==> config.mk <==
export PLATFORM = sky130hd
export DESIGN_NAME = bht_ctrl_cp4
export DESIGN_NICKNAME = d
export VERILOG_FILES = /design/src/rtl/bp_pkg_cp4.sv /design/src/rtl/sat_updn_cp4.sv /design/src/rtl/bht_ctrl_cp4.sv
export SDC_FILE = /design/constraint.sdc
export NUM_CORES = 1
export LEC_CHECK = 0
export BUFFER_PORTS_ARGS = -buffer_cell sky130_fd_sc_hd__buf_2
export CAP_MARGIN = 15
export CORE_UTILIZATION = 59
export DETAILED_ROUTE_END_ITERATION = 7
export PLACE_DENSITY = 0.82
export SLEW_MARGIN = 20
export SYNTH_ARGS = -nofsm -noshare
export SYNTH_HDL_FRONTEND = slang
export SYNTH_SLANG_ARGS = --single-unit
export TNS_END_PERCENT = 20
==> constraint.sdc <==
create_clock -name clk -period 7 [get_ports clk]
set_input_delay 0.7 -clock clk [delete_from_list [all_inputs] [get_ports clk]]
set_output_delay 0.7 -clock clk [all_outputs]
set_load 0.05 [all_outputs]
==> src/rtl/bp_pkg_cp4.sv <==
// ---------------------------------------------------------------------------
// bp_pkg_cp4 : shared branch-predictor types, defaults and index helper. Rev 1.0
// ---------------------------------------------------------------------------
`default_nettype none

package bp_pkg_cp4;

  localparam int CNT_WIDTH = 2;
  localparam int IDX_BITS  = 5;
  localparam logic [CNT_WIDTH-1:0] INIT_VAL = {1'b0, {CNT_WIDTH-1{1'b1}}};

  typedef enum logic [0:0] {
    ST_INIT = 1'b0,
    ST_RUN  = 1'b1
  } bht_state_t;

  // Word index of a PC, masked to the given index width.
  function automatic logic [31:0] pc_index(input logic [31:0] pc, input int unsigned bits);
    return (pc >> 2) & ((32'd1 << bits) - 32'd1);
  endfunction

endpackage

`default_nettype wire

==> src/rtl/sat_updn_cp4.sv <==
// ---------------------------------------------------------------------------
// sat_updn_cp4 : saturating up/down counter step (combinational). Rev 1.0
// ---------------------------------------------------------------------------
`default_nettype none

module sat_updn_cp4 #(
  parameter int WIDTH = 2
) (
  input  logic [WIDTH-1:0] cnt_i,
  input  logic             up_i,
  input  logic             dn_i,
  output logic [WIDTH-1:0] cnt_o
);

  always_comb begin
    cnt_o = cnt_i;
    if (up_i && !dn_i && (cnt_i != '1)) begin
      cnt_o = cnt_i + WIDTH'(1);
    end else if (dn_i && !up_i && (cnt_i != '0)) begin
      cnt_o = cnt_i - WIDTH'(1);
    end
  end

endmodule

`default_nettype wire

==> src/rtl/bht_ctrl_cp4.sv <==
// ---------------------------------------------------------------------------
// bht_ctrl_cp4 : direct-mapped BHT with init walk and 1-stage update RMW. Rev 1.0
// ---------------------------------------------------------------------------
`default_nettype none

module bht_ctrl_cp4 #(
  parameter int                      IDX_BITS  = bp_pkg_cp4::IDX_BITS,
  parameter int                      CNT_WIDTH = bp_pkg_cp4::CNT_WIDTH,
  parameter logic [CNT_WIDTH-1:0]    INIT_VAL  = {1'b0, {CNT_WIDTH-1{1'b1}}}
) (
  input  logic        clk,
  input  logic        rst,
  input  logic        clear,
  input  logic        lookup_valid,
  input  logic [31:0] lookup_pc,
  output logic        pred_valid,
  output logic        pred_taken,
  input  logic        upd_valid,
  input  logic [31:0] upd_pc,
  input  logic        upd_taken,
  output logic        ready
);

  import bp_pkg_cp4::*;

  localparam int DEPTH = 1 << IDX_BITS;

  logic [CNT_WIDTH-1:0] mem_q [DEPTH];

  bht_state_t           state_q;
  logic [IDX_BITS-1:0]  init_idx_q;
  logic                 ready_q;
  logic                 pred_valid_q;
  logic                 pred_taken_q;
  logic                 u1_valid_q;
  logic [IDX_BITS-1:0]  u1_idx_q;
  logic                 u1_taken_q;

  logic [IDX_BITS-1:0]  lk_idx;
  logic [IDX_BITS-1:0]  up_idx;
  logic [CNT_WIDTH-1:0] u1_cnt;
  logic [CNT_WIDTH-1:0] u1_cnt_d;
  logic                 in_run;

  assign lk_idx = IDX_BITS'(pc_index(lookup_pc, IDX_BITS));
  assign up_idx = IDX_BITS'(pc_index(upd_pc, IDX_BITS));
  assign u1_cnt = mem_q[u1_idx_q];
  assign in_run = (state_q == ST_RUN);

  sat_updn_cp4 #(
    .WIDTH (CNT_WIDTH)
  ) u_sat (
    .cnt_i (u1_cnt),
    .up_i  (u1_taken_q),
    .dn_i  (!u1_taken_q),
    .cnt_o (u1_cnt_d)
  );

  always_ff @(posedge clk or posedge rst) begin
    if (rst) begin
      state_q      <= ST_INIT;
      init_idx_q   <= '0;
      ready_q      <= 1'b0;
      pred_valid_q <= 1'b0;
      pred_taken_q <= 1'b0;
      u1_valid_q   <= 1'b0;
      u1_idx_q     <= '0;
      u1_taken_q   <= 1'b0;
    end else begin
      pred_valid_q <= lookup_valid;
      // Array read here sees the pre-write value of any same-edge U1 write.
      pred_taken_q <= lookup_valid && in_run && mem_q[lk_idx][CNT_WIDTH-1];
      u1_valid_q   <= upd_valid && in_run && !clear;
      u1_idx_q     <= up_idx;
      u1_taken_q   <= upd_taken;
      if (clear) begin
        state_q    <= ST_INIT;
        init_idx_q <= '0;
        ready_q    <= 1'b0;
      end else if (state_q == ST_INIT) begin
        init_idx_q <= init_idx_q + IDX_BITS'(1);
        if (init_idx_q == '1) begin
          state_q <= ST_RUN;
          ready_q <= 1'b1;
        end
      end
    end
  end

  // A clear on the same edge as a pending write squashes that write.
  always_ff @(posedge clk) begin
    if (state_q == ST_INIT) begin
      mem_q[init_idx_q] <= INIT_VAL;
    end else if (u1_valid_q && !clear) begin
      mem_q[u1_idx_q] <= u1_cnt_d;
    end
  end

  assign pred_valid = pred_valid_q;
  assign pred_taken = pred_taken_q;
  assign ready      = ready_q;

endmodule

`default_nettype wire

==> metrics, run 1 <==
Synth async-reset ratio=about a fifth; CP max FO=32; Filler cells=between 400 and 500; max_cap viols=0; Die ar.=0.00657 mm2; Clock Skews=around 0.008 ns; CTS tree=done; Slew @ Worst Pin=~1.1 ns; ys flop type=edfxtp_1; hpwl dp=slightly below 5000 um; wire length per cell=20.2 um; crit-path cells=mux4_2 > mux4_2 > mux2i_4 > inv_1 > ha_1 > and2_1 > nor2_1 > xor2_1 > nand2_1; vias in the first global route=2258; RSZ-0062 raised after global routing=no; Syn. warnings=0; Critical Path Sink Type=flop; Clock Path Buffers=2; largest net degree at the start of global routing=33; final hold viol count=0; peak supply drop=between 0.2 and 0.25 mV; global route overflow=0; CP dominant cell by count=mux4_2; RePlAce Congestion=between 0.8 and 0.9; Setup Fix Bufs, Post-CTS=0; Hold WS=around 0.4 ns; Mean Syn Cell Area=14.3 um2; routed wire length=between 7000 and 8000 um; LEAKAGE=between 1 and 1.5 nW; Synth top area share=between 50% and 60%; DR vias=between 2000 and 2500; synthesized instance count=~260; hold crit path type=input pin to asynchronous set/reset pin; Antenna Nets Post-Route=0; slowest stage delay, CP=0.94 ns; total CTS buffers=9; drt drc=0; final worst path period share=approximately three fifths; htree depth=3; chip height=81.0 um; commonest non-fill, non-tap cells in the layout=64 x edfxtp_1, 46 x nor2_1, 20 x mux2i_1, 20 x mux4_2, 18 x buf_2; Detailed Routing Iterations Pass 1=4; Buf+Inv Stages, Crit Path=1; initial antenna violation count=0; Rows=28; Power Dens Cells=around 220 mW/mm2; top cells by area, synth=edfxtp_1 52%, mux4_2 12%, dfrtp_1 11%; Post-synth EDFFs=between 60 and 70; mapped cell area=between 0.003 and 0.004 mm2; NumNets Final=about 350; share of cells above drive strength 1=20.4%; via/cell ratio=6.25; design area=0.00402 mm2; CTS sink count=80; Global Route Usage Sum=between 20 and 25%; fin cells=355; Die Wd=slightly above 80 um; CTS Hold Bufs=0; Final Setup Violations=0; Peak Freq=approximately 240 MHz; core area=between 0.005 and 0.006 mm2; CP Class=flop to flop; Placed Cells=339; Max Slew Vio Count=0; Crit path max-delay family=multiplexers; register area share after synthesis=between 60% and 70%; placed inst area=0.00384 mm2; synth-to-layout area growth=9.00%; IO buf count=18; number of DRC markers in iteration 0=a little under 200; Starting Density=approximately three fifths; cts repair resizes=0; clock-pin slew on the worst setup and hold paths=approximately 0.080 ns; Min Clock Period, post-route=~4.1 ns; post-synth net total=approximately 330; most common cell after layout, fill and taps aside=edfxtp_1; Skew-Pair Late Insertion Delay=0.36 ns; Root Driver=clkbuf_8; Crit path arrival time=approximately 4.0 ns; first-pass GRT wire length=11300 um; Startpoint Class=flop; io pins=73; CP max stage cell=dfrtp_1; synthesized flop and latch total=80; Distinct cells, synth=33; Slew HR=about 29%; setup_tns=0 ns; diodes inserted=0; status=complete, no violations; Yosys top cell by area=edfxtp_1; WP data required=between 6 and 7 ns
where the power goes:
group / total, mW / internal, mW / switching [mW]
Sequential: 0.524 / 0.514 / 0.00959
Clock: 0.307 / 0.132 / 0.175
Combinational: 0.0604 / 0.0246 / 0.0357
Total: 0.891 / 0.671 / 0.220
cell type report:
cell class | count | area (um2) | area share (%)
inverter | 7 | 26.3 | 0.654
sequential | 80 | 2320 | 57.8
clock buffer | 9 | 124 | 3.08
timing repair buffer | 19 | 97.6 | 2.43
tap | 75 | 93.8 | 2.34
clock inverter | 7 | 55.1 | 1.37
multi-input combinational | 158 | 1300 | 32.3
logic make-up after synthesis:
| kind of cell | count (synthesis) | synth area share (%) |
|---|---|---|
| AO/OA/AOI/OAI | 19 | 3.43 |
| multiplexers | 41 | 18.3 |
| buffers and inverters | 19 | 2.07 |
| AND/OR/NAND/NOR | 91 | 11.1 |
| flip-flops | 80 | 63.0 |
| adder cells (fa/ha/maj) | 4 | 1.36 |
| XOR/XNOR | 3 | 0.713 |
through the flow:
stage | worst slack (ns) | utilization, % | power, mW
finish | 2.91 | 67.4 | 0.891
global route | 2.55 | 67.4 | 0.922
CTS | 2.81 | 67.4 | 0.897
detailed placement | 2.83 | 64.4 | 0.594
global placement | 2.95 | 64.3 | 0.591
floorplan | 3.51 | - | 0.574
per-layer routing:
metal | global-route usage, % | wire, um
met4 | 14.6 | 197
met2 | 37.7 | 3530
met3 | 6.74 | 640
met5 | 0 | 0
met1 | 31.6 | 2820
flip-flops by register name (all words and copies together) (netlist names):
signal / flops
u1_valid_q: 1
init_idx_q: 5
u1_idx_q: 5
pred_taken: 1
pred_valid: 1
mem_q: 64
in_run: 1
ready: 1
u1_taken_q: 1
worst paths after layout:
check,startpoint,to,slack (ns),depth (start not counted)
max,u1_idx_q[0],mem_q[16][0],2.91,9
min,rst,in_run,0.40,2
max reg2reg,u1_idx_q[0],mem_q[16][0],2.91,9
min reg2reg,ready,ready,0.54,2
max in group asynchronous,rst,init_idx_q[0],6.22,2
min in group clk,upd_pc[3],u1_idx_q[1],0.44,1
worst register-to-register path, stage by stage (launching register included):
cell and delay (ns):
dfrtp_1 0.94, mux4_2 0.64, mux4_2 0.52, mux2i_4 0.21
inv_1 0.07, ha_1 0.20, and2_1 0.18, nor2_1 0.13
xor2_1 0.16, nand2_1 0.55
synthesized netlist by cell type (2+ instances only):
master / instances
edfxtp_1: 64
nor2_1: 46
mux2i_1: 20
mux4_2: 20
nand2_1: 17
dfrtp_1: 16
clkbuf_1: 7
inv_1: 7
a22oi_1: 6
nand3_1: 6
nor2b_1: 5
buf_2: 4
ha_1: 4
a21oi_1: 3
and3_1: 3
nand2b_1: 3
nand3b_1: 3
o21ai_0: 3
a32oi_1: 2
nor3_1: 2
nor3b_1: 2
o22ai_1: 2
xor2_1: 2
Note: power is estimated with default switching activity, not from simulation.
==> run 2: changes to the inputs <==
Settings changed: CORE_UTILIZATION 59 to 49, PLACE_DENSITY 0.82 to 0.72.
Clock period 7 ns to 3.71 ns, I/O delays scaled along.
==> metrics, run 2 (synthesis gave the netlist of run 1 again) <==
worst r2r path cells=8 (was 9); most common cell after layout, fill and taps aside=edfxtp_1 (unchanged); Top Registers=mem_q x64, init_idx_q x5, u1_idx_q x5 (unchanged); core area=0.00725 mm2 (was 0.00596 mm2); DR vias=2197 (was 2220); Hold WS=0.0739 ns (was 0.395 ns); htree depth=3 (unchanged); global route overflow=0 (unchanged); vias in the first global route=2216 (was 2258); Critical Path Stages=8 (was 9); Peak Freq=304 MHz (was 244 MHz); wire length per cell=19.8 um (was 20.2 um); CP startpoint=u1_idx_q[0] (unchanged); initial antenna violation count=0 (unchanged); Clock Path Buffers=2 (unchanged); hold crit path type=input pin to asynchronous set/reset pin (unchanged); Die ar.=0.00787 mm2 (was 0.00657 mm2); Die Wd=88.7 um (was 81.0 um); diodes inserted=0 (unchanged); peak supply drop=0.239 mV (was 0.208 mV); Min Clock Period, post-route=3.28 ns (was 4.09 ns); Slew @ Worst Pin=1.14 ns (was 1.06 ns); RSZ-0062 raised after global routing=no (unchanged); max_cap viols=0 (unchanged); end of the critical path=mem_q[22][1] (was mem_q[16][0]); max reg flops=64 (unchanged); CTS Hold Bufs=0 (unchanged); crit-path cells=buf_12 > mux4_2 > mux4_2 > mux2i_4 > ha_1 > nor3_1 > a31oi_1 > a21oi_4 (was mux4_2 > mux4_2 > mux2i_4 > inv_1 > ha_1 > and2_1 > nor2_1 > xor2_1 > nand2_1); final worst path period share=88.5% (was 58.5%); Power Dens Cells=437 mW/mm2 (was 222 mW/mm2); Root Driver=clkbuf_8 (unchanged); WP data required=3.77 ns (was 6.87 ns); Starting Density=50.8% (was 61.9%); Crit path max-delay family=multiplexers (unchanged); largest net degree at the start of global routing=33 (unchanged); routed wire length=7600 um (was 7180 um); Skew-Pair Late Insertion Delay=0.36 ns (about the same); Crit path arrival time=3.34 ns (was 3.97 ns); share of cells above drive strength 1=21.4% (was 20.4%); Final Setup Violations=0 (unchanged); RR Startpoint=u1_idx_q[0] (unchanged); Global Route Usage Sum=21.8% (was 24.7%); final core utilization=57.2% (was 67.4%); CP Class=flop to flop (unchanged); RePlAce Congestion=0.830 (was 0.822); CP max FO=32 (unchanged); IO buf count=18 (unchanged); CTS sink count=80 (unchanged); register with the most flip-flops=mem_q (unchanged); hpwl dp=5130 um (was 4830 um); synth-to-layout area growth=12.6% (was 9.00%); Max Slew Vio Count=0 (unchanged); register area=0.00232 mm2 (unchanged); slowest stage delay, CP=0.63 ns (was 0.94 ns); total CTS buffers=9 (unchanged); Clock Skews=0.0132 ns (was 0.00785 ns); Slew HR=24.3% (was 29.4%); first-pass GRT wire length=11800 um (was 11300 um); NumNets Final=354 (was 349); Pwr Total=1.81 mW (was 0.891 mW); Setup Fix Bufs, Post-CTS=0 (unchanged); clock-pin slew on the worst setup and hold paths=0.08 ns (about the same); setup_tns=0 ns (unchanged); Startpoint Class=flop (unchanged); chip height=88.7 um (was 81.0 um); CP dominant cell by count=mux4_2 (unchanged); Rows=31 (was 28); Critical Path Sink Type=flop (unchanged); cts repair resizes=0 (unchanged); pre-CTS worst setup slack=0.380 ns (was 2.83 ns); CTS tree=done (unchanged); R2R setup slack=0.43 ns (was 2.91 ns); CP max stage cell=a21oi_4 (was dfrtp_1); Buf+Inv Stages, Crit Path=1 (unchanged); area of the multi-input gates=0.00130 mm2 (unchanged); Detailed Routing Iterations Pass 1=4 (unchanged); status=complete, no violations (unchanged); number of DRC markers in iteration 0=201 (was 194); worst setup slack after layout=0.425 ns (was 2.91 ns); Antenna Nets Post-Route=0 (unchanged); LEAKAGE=1.48 nW (was 1.43 nW); Filler cells=603 (was 427); commonest non-fill, non-tap cells in the layout=64 x edfxtp_1, 46 x nor2_1, 20 x mux2i_1, 20 x mux4_2, 18 x buf_2 (unchanged); Reg-to-Reg End=mem_q[22][1] (was mem_q[16][0]); final hold viol count=0 (unchanged); io pins=73 (unchanged); via/cell ratio=5.72 (was 6.25); drt drc=0 (unchanged)
-- run 2: changes by cell type in the layout (fill, tap and decap cells not counted) --
| cell | previous run | this run |
|---|---|---|
| buf_12 | 0 | 2 |
| clkinv_2 | 1 | 0 |
| buf_4 | 1 | 4 |
| clkbuf_1 | 0 | 1 |
| bufinv_16 | 0 | 2 |
| inv_6 | 3 | 1 |
-- run 2: how the worst min path moves through the flow --
stage                   start           to  slack, ns  cells after the start
finish                    rst  u1_idx_q[3]       0.07                      2
CTS                       rst  u1_idx_q[3]       0.09                      2
global route        upd_pc[2]  u1_idx_q[0]       0.09                      1
detailed placement  upd_pc[4]  u1_idx_q[2]       0.48                      1
global placement          rst  u1_idx_q[4]       0.46                      2
floorplan                 rst       in_run       0.28                      1
-- run 2: worst reg2reg max path, delay by kind of cell, from the launching register on --
kind            cells  cell delay [ns]
mux                 3             1.25
compound gates      2             0.74
flops               1             0.37
fa+ha+maj           1             0.27
buf+inv             1             0.18
simple gates        1             0.15
-- run 2: power by group --
part / switching (mW) / total [mW] / internal (mW)
clock: 0.322 / 0.704 / 0.382
sequential: 0.0140 / 0.984 / 0.970
combinational: 0.0731 / 0.124 / 0.0512
total: 0.409 / 1.81 / 1.40
-- run 2: metrics by stage --
| stage | area, um2 | instances |
|---|---|---|
| 2_1_floorplan | 3680 | 257 |
| 3_3_place_gp | 3920 | 368 |
| 3_5_place_dp | 3930 | 368 |
| 4_1_cts | 4150 | 384 |
| 5_1_grt | 4150 | 384 |
| 6_report | 4150 | 384 |
-- run 2: final cells by class --
| type | count | share of cell area (%) |
|---|---|---|
| well taps | 99 | 2.98 |
| clock buffers | 10 | 3.08 |
| clock inverters | 6 | 2.23 |
| multi-input cells | 158 | 31.3 |
| flip-flops and latches | 80 | 56.0 |
| repair buffers | 24 | 3.86 |
| inverters | 7 | 0.633 |
-- run 2: per-layer routing --
| layer | track usage, % | vias to the layer above | share of wire, % |
|---|---|---|---|
| met5 | 0 | - | 0 |
| met2 | 32.2 | 67 | 48 |
| met4 | 8.36 | 0 | 1.6 |
| met1 | 30.5 | 1108 | 44 |
| met3 | 6.62 | 11 | 6.7 |
| li1 | - | 1011 | - |
==> run 3: changes to the inputs <==
Settings changed: CELL_PAD_IN_SITES_DETAIL_PLACEMENT set to 1, CELL_PAD_IN_SITES_GLOBAL_PLACEMENT set to 2, CORE_UTILIZATION 49 to 34.
==> metrics, run 3 (synthesis gave the netlist of run 1 again) <==
register with the most flip-flops=mem_q (unchanged); Placed Cells=406 (was 368); area of the multi-input gates=0.00129 mm2 (was 0.00130 mm2); Starting Density=35.4% (was 50.8%); Detailed Routing Iterations Pass 1=4 (unchanged); peak supply drop=0.228 mV (was 0.239 mV); vias in the first global route=2441 (was 2216); chip height=106 um (was 88.7 um); io pins=73 (unchanged); IO buf count=18 (unchanged); Setup Fix Bufs, Post-CTS=0 (unchanged); Global Route Usage Sum=17.1% (was 21.8%); Root Driver=clkbuf_8 (unchanged); htree depth=3 (unchanged); slowest stage delay, CP=0.54 ns (was 0.63 ns); Critical Path Sink Type=flop (unchanged); CP max stage cell=mux4_2 (was a21oi_4); core area=0.0104 mm2 (was 0.00725 mm2); clock-pin slew on the worst setup and hold paths=0.09 ns (was 0.08 ns); worst r2r path cells=11 (was 8); CP startpoint=u1_idx_q[0] (unchanged); drt drc=0 (unchanged); Power Dens Cells=450 mW/mm2 (was 437 mW/mm2); DR vias=2186 (was 2197); RSZ-0062 raised after global routing=no (unchanged); max_cap viols=0 (unchanged); metal3 WL=315 um (was 507 um); Antenna Nets Post-Route=0 (unchanged); Final Setup Violations=0 (unchanged); end of the critical path=mem_q[16][0] (was mem_q[22][1]); initial antenna violation count=0 (unchanged); first-pass GRT wire length=13900 um (was 11800 um); metal1 wirelength=4150 um (was 3360 um); Crit path arrival time=3.34 ns (about the same); RePlAce Congestion=0.733 (was 0.830); Top Registers=mem_q x64, init_idx_q x5, u1_idx_q x5 (unchanged); Die Wd=106 um (was 88.7 um); Die ar.=0.0113 mm2 (was 0.00787 mm2); final hold viol count=0 (unchanged); DR top layer=met4 (unchanged); Skew-Pair Late Insertion Delay=0.36 ns (about the same); max reg flops=64 (unchanged); Slew HR=23.5% (was 24.3%); CTS tree=done (unchanged); Clock Skews=0.0137 ns (was 0.0132 ns); Min Clock Period, post-route=3.27 ns (was 3.28 ns); Filler cells=1074 (was 603); LEAKAGE=1.50 nW (was 1.48 nW); cts repair resizes=0 (unchanged); via/cell ratio=5.19 (was 5.72); Max Slew Vio Count=0 (unchanged); total CTS buffers=9 (unchanged); Reg-to-Reg End=mem_q[16][0] (was mem_q[22][1]); register area=0.00232 mm2 (unchanged); synth-to-layout area growth=14.4% (was 12.6%); final worst path period share=88.1% (was 88.5%); wire length per cell=20.6 um (was 19.8 um); CTS Hold Bufs=0 (unchanged); RR Startpoint=u1_idx_q[0] (unchanged); largest net degree at the start of global routing=33 (unchanged); fin cells=421 (was 384); number of DRC markers in iteration 0=85 (was 201); CP Class=flop to flop (unchanged); diodes inserted=0 (unchanged); CP max FO=32 (unchanged); share of cells above drive strength 1=21.8% (was 21.4%); hold crit path type=input pin to asynchronous set/reset pin (unchanged); Clock Path Buffers=2 (unchanged); Startpoint Class=flop (unchanged); global route overflow=0 (unchanged); routed wire length=8680 um (was 7600 um); crit-path cells=buf_12 > mux4_2 > mux4_2 > mux2i_4 > inv_1 > ha_1 > and2_1 > nor2_1 > xor2_1 > nand2_1 > buf_4 (was buf_12 > mux4_2 > mux4_2 > mux2i_4 > ha_1 > nor3_1 > a31oi_1 > a21oi_4); status=complete, no violations (unchanged); hpwl dp=5860 um (was 5130 um); WP data required=3.78 ns (was 3.77 ns); WL met2=3970 um (was 3620 um); Rows=37 (was 31); Peak Freq=306 MHz (was 304 MHz); most common cell after layout, fill and taps aside=edfxtp_1 (unchanged); R2R setup slack=0.44 ns (was 0.43 ns); NumNets Final=355 (was 354); CTS sink count=80 (unchanged); CP dominant cell by count=mux4_2 (unchanged); commonest non-fill, non-tap cells in the layout=64 x edfxtp_1, 46 x nor2_1, 20 x mux2i_1, 20 x mux4_2, 18 x buf_2 (unchanged); setup_tns=0 ns (unchanged); Slew @ Worst Pin=1.15 ns (was 1.14 ns)
==> run 3: cell types whose count changed in the layout (fill, tap and decap cells not counted) <==
cell	previous run	this run
inv_6	1	2
bufinv_16	2	3
clkbuf_1	1	0
a21oi_4	1	0
a21oi_2	0	1
clkinvlp_4	2	0
buf_4	4	5
==> run 3: worst max-delay path: cells and delay by family (launching register included) <==
family	cells	cell delay, ns
and+or+nand+nor	3	0.40
DFF	1	0.38
muxes	3	1.29
xor gates and xnor gates	1	0.18
adders and majority gates	1	0.20
buffers and inverters	3	0.50
==> run 3: cell type report <==
cell class,count,area share [%]
flip-flops and latches,80,55.1
multi-input cells,158,30.6
well taps,136,4.04
repair buffers,25,3.98
clock buffers,9,2.94
clock inverters,6,2.76
inverters,7,0.623
==> run 3: worst min path at each step <==
| stage | end | slack (ns) | depth (start not counted) |
|---|---|---|---|
| finish | init_idx_q[2] | 0.07 | 2 |
| global route | init_idx_q[3] | 0.1 | 2 |
| CTS | pred_valid | 0.08 | 2 |
| detailed placement | pred_valid | 0.48 | 2 |
| global placement | u1_taken_q | 0.47 | 2 |
| floorplan | in_run | 0.28 | 1 |
==> run 3: through the flow <==
step | hold WS [ns] | total power, mW | cell area (um2) | utilization [%] | worst slack [ns]
2_1_floorplan | 0.285 | 1.08 | 3680 | - | 0.222
3_3_place_gp | 0.471 | 1.13 | 3970 | 38.1 | 0.540
3_5_place_dp | 0.478 | 1.14 | 3980 | 38.2 | 0.473
4_1_cts | 0.0833 | 1.92 | 4220 | 40.5 | 0.442
5_1_grt | 0.0994 | 1.96 | 4220 | 40.5 | 0.299
6_report | 0.0728 | 1.90 | 4220 | 40.5 | 0.442
==> run 3: routing by layer <==
metal / up-vias / track usage, %
met4: 0 / 7.44
met2: 45 / 26.1
met5: - / 0
met3: 17 / 3.62
met1: 1111 / 23.5
li1: 1013 / -
==> run 3: where the power goes <==
part	internal, mW	switching (mW)	total [mW]
Sequential	0.970	0.0148	0.985
Clock	0.449	0.334	0.783
Combinational	0.0535	0.0770	0.130
